## src/rtl/antic_dma_responder.sv

```systemverilog
`default_nettype none
// ============================================================================
//  Module      : antic_dma_responder
//  Description : Memory-side responder for ANTIC display-list / playfield DMA.
//                Steals the bus from the 6502 by dropping RDY while halt_L is
//                low, drives ANTIC's address to RAM and returns read bytes on
//                DB_out with a one-clock db_valid strobe.
//  Options     : DMA_STEAL_COUNT_EN - adds steal_count / steal_clr ports and
//                a 16-bit counter of stolen CPU clocks.
//  Revision    : 1.0  initial release
// ============================================================================
module antic_dma_responder #(
    parameter int MEM_LAT         = 1,   // RAM read latency, 1..3 clocks
    parameter int MAX_WRITE_DEFER = 3    // grant deferral limit during writes, 1..7
) (
    input  logic        phi2,
    input  logic        rst_L,
    input  logic        halt_L,
    input  logic [15:0] antic_addr,
    input  logic [15:0] cpu_addr,
    input  logic        cpu_RW,
    input  logic [7:0]  cpu_dout,
    input  logic [7:0]  mem_rdata,
`ifdef DMA_STEAL_COUNT_EN
    input  logic        steal_clr,
    output logic [15:0] steal_count,
`endif
    output logic [15:0] mem_addr,
    output logic [7:0]  mem_wdata,
    output logic        mem_we,
    output logic        RDY,
    output logic [7:0]  DB_out,
    output logic        db_valid,
    output logic [7:0]  cpu_din,
    output logic        dma_active
);

    localparam logic [1:0] ST_CPU     = 2'b00;
    localparam logic [1:0] ST_DEFER   = 2'b01;
    localparam logic [1:0] ST_DMA     = 2'b10;
    localparam logic [1:0] ST_RELEASE = 2'b11;

    localparam logic [3:0] DEFER_MAX  = 4'(MAX_WRITE_DEFER);

    logic [1:0]         state_q, state_d;
    logic [2:0]         defer_cnt_q, defer_cnt_d;
    logic [MEM_LAT-1:0] vld_q, vld_d;
    logic [7:0]         db_out_q, db_out_d;
    logic               read_issue;
    logic               defer_force;

    // One ANTIC read per DMA clock while the request is still held.
    assign read_issue  = (state_q == ST_DMA) && !halt_L;

    // The counter holds the number of write cycles already seen with halt
    // pending; the grant is forced on the clock where this write reaches it.
    assign defer_force = ({1'b0, defer_cnt_q} + 4'd1) >= DEFER_MAX;

    // State register.
    always_ff @(posedge phi2 or negedge rst_L) begin
        if (!rst_L) begin
            state_q <= ST_CPU;
        end else begin
            state_q <= state_d;
        end
    end

    // Next-state logic: CPU -> (DEFER) -> DMA -> RELEASE -> CPU.
    always_comb begin
        state_d = state_q;
        case (state_q)
            ST_CPU: begin
                if (!halt_L) begin
                    state_d = cpu_RW ? ST_DMA : ST_DEFER;
                end
            end
            ST_DEFER: begin
                if (halt_L) begin
                    state_d = ST_CPU;
                end else if (cpu_RW || defer_force) begin
                    state_d = ST_DMA;
                end
            end
            ST_DMA: begin
                if (halt_L) begin
                    state_d = ST_RELEASE;
                end
            end
            ST_RELEASE: begin
                // CPU is still halted, so a renewed request skips deferral.
                if (!halt_L) begin
                    state_d = ST_DMA;
                end else if (vld_d == '0) begin
                    state_d = ST_CPU;
                end
            end
            default: state_d = ST_CPU;
        endcase
    end

    // Output decode: bus mux, write enable and CPU stall per state.
    always_comb begin
        mem_addr   = cpu_addr;
        mem_we     = 1'b0;
        RDY        = 1'b0;
        dma_active = 1'b0;
        case (state_q)
            ST_CPU: begin
                mem_we = ~cpu_RW;
                RDY    = 1'b1;
            end
            ST_DEFER: begin
                // The 6502 ignores RDY on writes, so let them complete.
                mem_we = ~cpu_RW;
            end
            ST_DMA, ST_RELEASE: begin
                mem_addr   = antic_addr;
                dma_active = 1'b1;
            end
            default: begin
                mem_addr = cpu_addr;
            end
        endcase
    end

    // Defer counter: seeded on the first deferred write, saturates at 7.
    always_comb begin
        defer_cnt_d = 3'd0;
        if ((state_q == ST_CPU) && !halt_L && !cpu_RW) begin
            defer_cnt_d = 3'd1;
        end else if (state_q == ST_DEFER) begin
            defer_cnt_d = (defer_cnt_q == 3'd7) ? defer_cnt_q : (defer_cnt_q + 3'd1);
        end
    end

    // Read-valid pipeline; the last stage is the db_valid strobe and the
    // byte is captured as its valid bit enters that stage.
    always_comb begin
        vld_d    = '0;
        vld_d[0] = read_issue;
        for (int i = 1; i < MEM_LAT; i++) begin
            vld_d[i] = vld_q[i-1];
        end
        db_out_d = vld_d[MEM_LAT-1] ? mem_rdata : db_out_q;
    end

    // Datapath registers; reset discards any read still in flight.
    always_ff @(posedge phi2 or negedge rst_L) begin
        if (!rst_L) begin
            defer_cnt_q <= 3'd0;
            vld_q       <= '0;
            db_out_q    <= 8'h00;
        end else begin
            defer_cnt_q <= defer_cnt_d;
            vld_q       <= vld_d;
            db_out_q    <= db_out_d;
        end
    end

    assign DB_out    = db_out_q;
    assign db_valid  = vld_q[MEM_LAT-1];
    assign mem_wdata = cpu_dout;
    assign cpu_din   = mem_rdata;

`ifdef DMA_STEAL_COUNT_EN
    logic [15:0] steal_count_q, steal_count_d;

    // Stolen-cycle counter; a clear wins over a same-clock increment.
    always_comb begin
        steal_count_d = steal_count_q;
        if (steal_clr) begin
            steal_count_d = 16'h0000;
        end else if (read_issue) begin
            steal_count_d = steal_count_q + 16'h0001;
        end
    end

    // Stolen-cycle counter register.
    always_ff @(posedge phi2 or negedge rst_L) begin
        if (!rst_L) begin
            steal_count_q <= 16'h0000;
        end else begin
            steal_count_q <= steal_count_d;
        end
    end

    assign steal_count = steal_count_q;
`endif

endmodule

`default_nettype wire

```

## config.mk

```make
export PLATFORM = sky130hd
export DESIGN_NAME = antic_dma_responder
export DESIGN_NICKNAME = d
export VERILOG_FILES = /design/src/rtl/antic_dma_responder.sv
export SDC_FILE = /design/constraint.sdc
export NUM_CORES = 1
export LEC_CHECK = 0
export ABC_AREA = 1
export CAP_MARGIN = 10
export CELL_PAD_IN_SITES_DETAIL_PLACEMENT = 1
export CELL_PAD_IN_SITES_GLOBAL_PLACEMENT = 2
export CORE_MARGIN = 4
export CORE_UTILIZATION = 13
export DETAILED_ROUTE_END_ITERATION = 8
export HOLD_SLACK_MARGIN = 0.06
export PLACE_DENSITY = 0.83
export SYNTH_ARGS = -nofsm -noshare
export SYNTH_HDL_FRONTEND = slang
export SYNTH_SLANG_ARGS = --single-unit
```

## constraint.sdc

```tcl
create_clock -name phi2 -period 1.4 [get_ports phi2]
set_input_delay 0.28 -clock phi2 [delete_from_list [all_inputs] [get_ports phi2]]
set_output_delay 0.28 -clock phi2 [all_outputs]
set_load 0.01 [all_outputs]
```

==> run metrics <==
Die ar. 0.008989 mm2; FF+latch count, synth 14; status finished with violations; Sw Share 41.73%; VDD IR max 475.4 uV; vias in the first global route 1289; unrepaired setup endpoints after global routing true; CP startpoint kind flip-flop; PortBufs 79; Final Hold Fails 0; Worst-Margin Slew 197.0 ps; ant diodes 0; IO Count 96; Routed wire per std cell 12.13 um; Global Route Usage Sum 8.180%; Via density 3.704; hold slack 356.0 ps; post-route design area 0.002098 mm2; P per Cell Area 1668 mW/mm2; clock latency on the worst-skew pair 250 ps; Cells after Synth 149; Required @ worst endpoint 1120 ps; DRT antenna net count 0; power share of the clock group 9.7%; max incr delay on CP 420 ps; DP Area 0.001878 mm2; final std cells w/o fill 334; WP data arrival 1250 ps; initial antenna violation count 0; mean area per synthesized cell 6.575 um2; yosys warns 0; failing checks negative setup slack; HPWL after DPL 3.041 mm; fmax 0.6548 GHz; layout cell share with drive strength beyond 1 34.47%; HP Class in2async; Die Height 94.81 um; FF-to-FF path depth 8; Post-Place Cells 322; DP Worst Slack -293.7 ps; initial core utilization 13.44%; post-synth cell types 17; P_int 2.040 mW; worst reg2reg path startpoint defer_cnt_q[1]; Lkg Pwr 1.076 nW; crit path buf inv count 4; Seq/Total Area, Yosys 35.76%; Seq pwr share 19.4%; Logic pwr share 70.9%; flop2flop setup slack 110 ps; CP max-delay cell dfrtp_1; CTS tree built; Final setup viols 17; Iter 0 DRT Violations 20; Final Max Slew Viols 0; Syn Std Cell Area 979.7 um2; Worst Path Max Fanout 6; maximum clock insertion buffer count 2; Site Rows 31; drt total wl 4.052 mm; Layout Nets 292; Psw 1.461 mW; GP Congestion 0.7229; Die W 94.81 um; CP delay by family, top buffers and inverters; Fin Setup TNS -1598 ps; Root Buffer clkbuf_8; CTS Buf Count 3; first drt pass iteration count 3; Residual DRC 0; first-pass GRT wire length 5.885 mm; clock transition at the registers of the reported paths 60 ps; Final period util 109.1%; synthesis-to-finish area growth 114.2%; WS Path Type reg2out; largest net degree at the start of global routing 15; Critical Path Sink Type output pin; clk sink count 14; setup ws final -127.1 ps; post-synthesis net count 204; clock skew 0.3600 ps; GRT overflow 0; Levels on crit path 6; DR vias 1237; CTS H-Tree Depth 1; Core ar. 0.007292 mm2; critical path endpoint mem_addr[4]; max cap viols 0; worst-path cell chain buf_6 > inv_8 > clkbuf_16 > nand2_2 > nand2_1 > buf_2; Period minus WS final 1527 ps; Relative slew margins 86.87%
[worst min path at each step]
stage / from / end
finish: rst_L / DB_out[4]
global route: rst_L / DB_out[5]
CTS: rst_L / DB_out[4]
detailed placement: DB_out[5] / DB_out[5]
global placement: DB_out[7] / DB_out[7]
floorplan: rst_L / DB_out[0]
[cell families after synthesis]
logic type | share of synthesized area, %
AOI/OAI and AO/OA | 3.576
adders and majority gates | 3.832
buffers and inverters | 18.90
DFF | 35.76
and+or+nand+nor | 37.93
[synthesized netlist by cell type]
library cell | number | area, um2
inv_1 | 9 | 33.78
nand2_1 | 82 | 307.8
inv_4 | 1 | 6.260
nor2_4 | 1 | 11.26
nand2_4 | 1 | 11.26
buf_2 | 2 | 10.01
nand3_1 | 1 | 5.000
dfrtp_1 | 14 | 350.3
nor2_2 | 1 | 6.260
nor2_1 | 8 | 30.03
inv_2 | 1 | 3.750
o21ai_1 | 2 | 10.01
a21oi_1 | 4 | 20.02
ha_1 | 3 | 37.54
clkbuf_1 | 1 | 3.750
buf_4 | 17 | 127.6
o21ai_0 | 1 | 5.000
[metrics by stage]
step           util (%)  power (mW)
2_1_floorplan         -       1.587
3_3_place_gp      25.76       2.784
3_5_place_dp      25.76       2.835
4_1_cts           26.24       3.188
5_1_grt           28.77       3.816
6_report          28.77       3.501
[cell usage in the layout, fill, tap and decap left out]
cell and n:
nand2_2 22, o21ai_1 2, inv_1 8, clkinv_2 1, clkdlybuf4s50_1 43, ha_2 2, nor2_1 7, buf_6 17
clkbuf_16 1, buf_4 14, a21oi_1 4, nor2_4 3, buf_2 8, dfrtp_1 14, nand3_1 1, ha_4 1
inv_6 1, nand2_4 5, inv_8 1, dlygate4sd2_1 17, nand2_1 57, o21ai_0 1, inv_2 1, buf_12 1
clkbuf_8 3
[power by group through the flow]
stage	clock, mW	sequential, mW	combinational [mW]
after floorplan	0	0.739	0.848
after global placement	0	0.680	2.10
after detailed placement	0	0.693	2.14
after CTS	0.355	0.683	2.15
after global routing	0.378	0.706	2.73
final	0.339	0.679	2.48
[timing repair]
action,4_1_cts,5_1_grt
endpoints found under the setup margin,37,28
hold buffers,0,0
setup buffers,8,1
gates resized for setup,108,44
pin swaps,1,15
gates cloned,0,3
[state kept, by name, indices dropped and copies added (netlist names), named ones only]
register	count
DB_out	8
db_valid	1
defer_cnt_q	3
state_q	1
[final cells by class]
class	count	area [um2]
Fill cell	906	5194
Timing Repair Buffer	101	960.9
Multi-Input combinational cell	105	563.0
Sequential cell	14	350.3
Tap cell	99	123.9
Inverter	11	53.80
Clock buffer	3	41.29
Timing Repair inverter	1	5.005
[per-layer routing]
layer / global-route usage (%) / share of wire (%)
met5: 0 / 0
met4: 2.764 / 0.96
met3: 3.825 / 13
met2: 13.92 / 47
met1: 8.938 / 39
(Power assumes the default switching activity.)
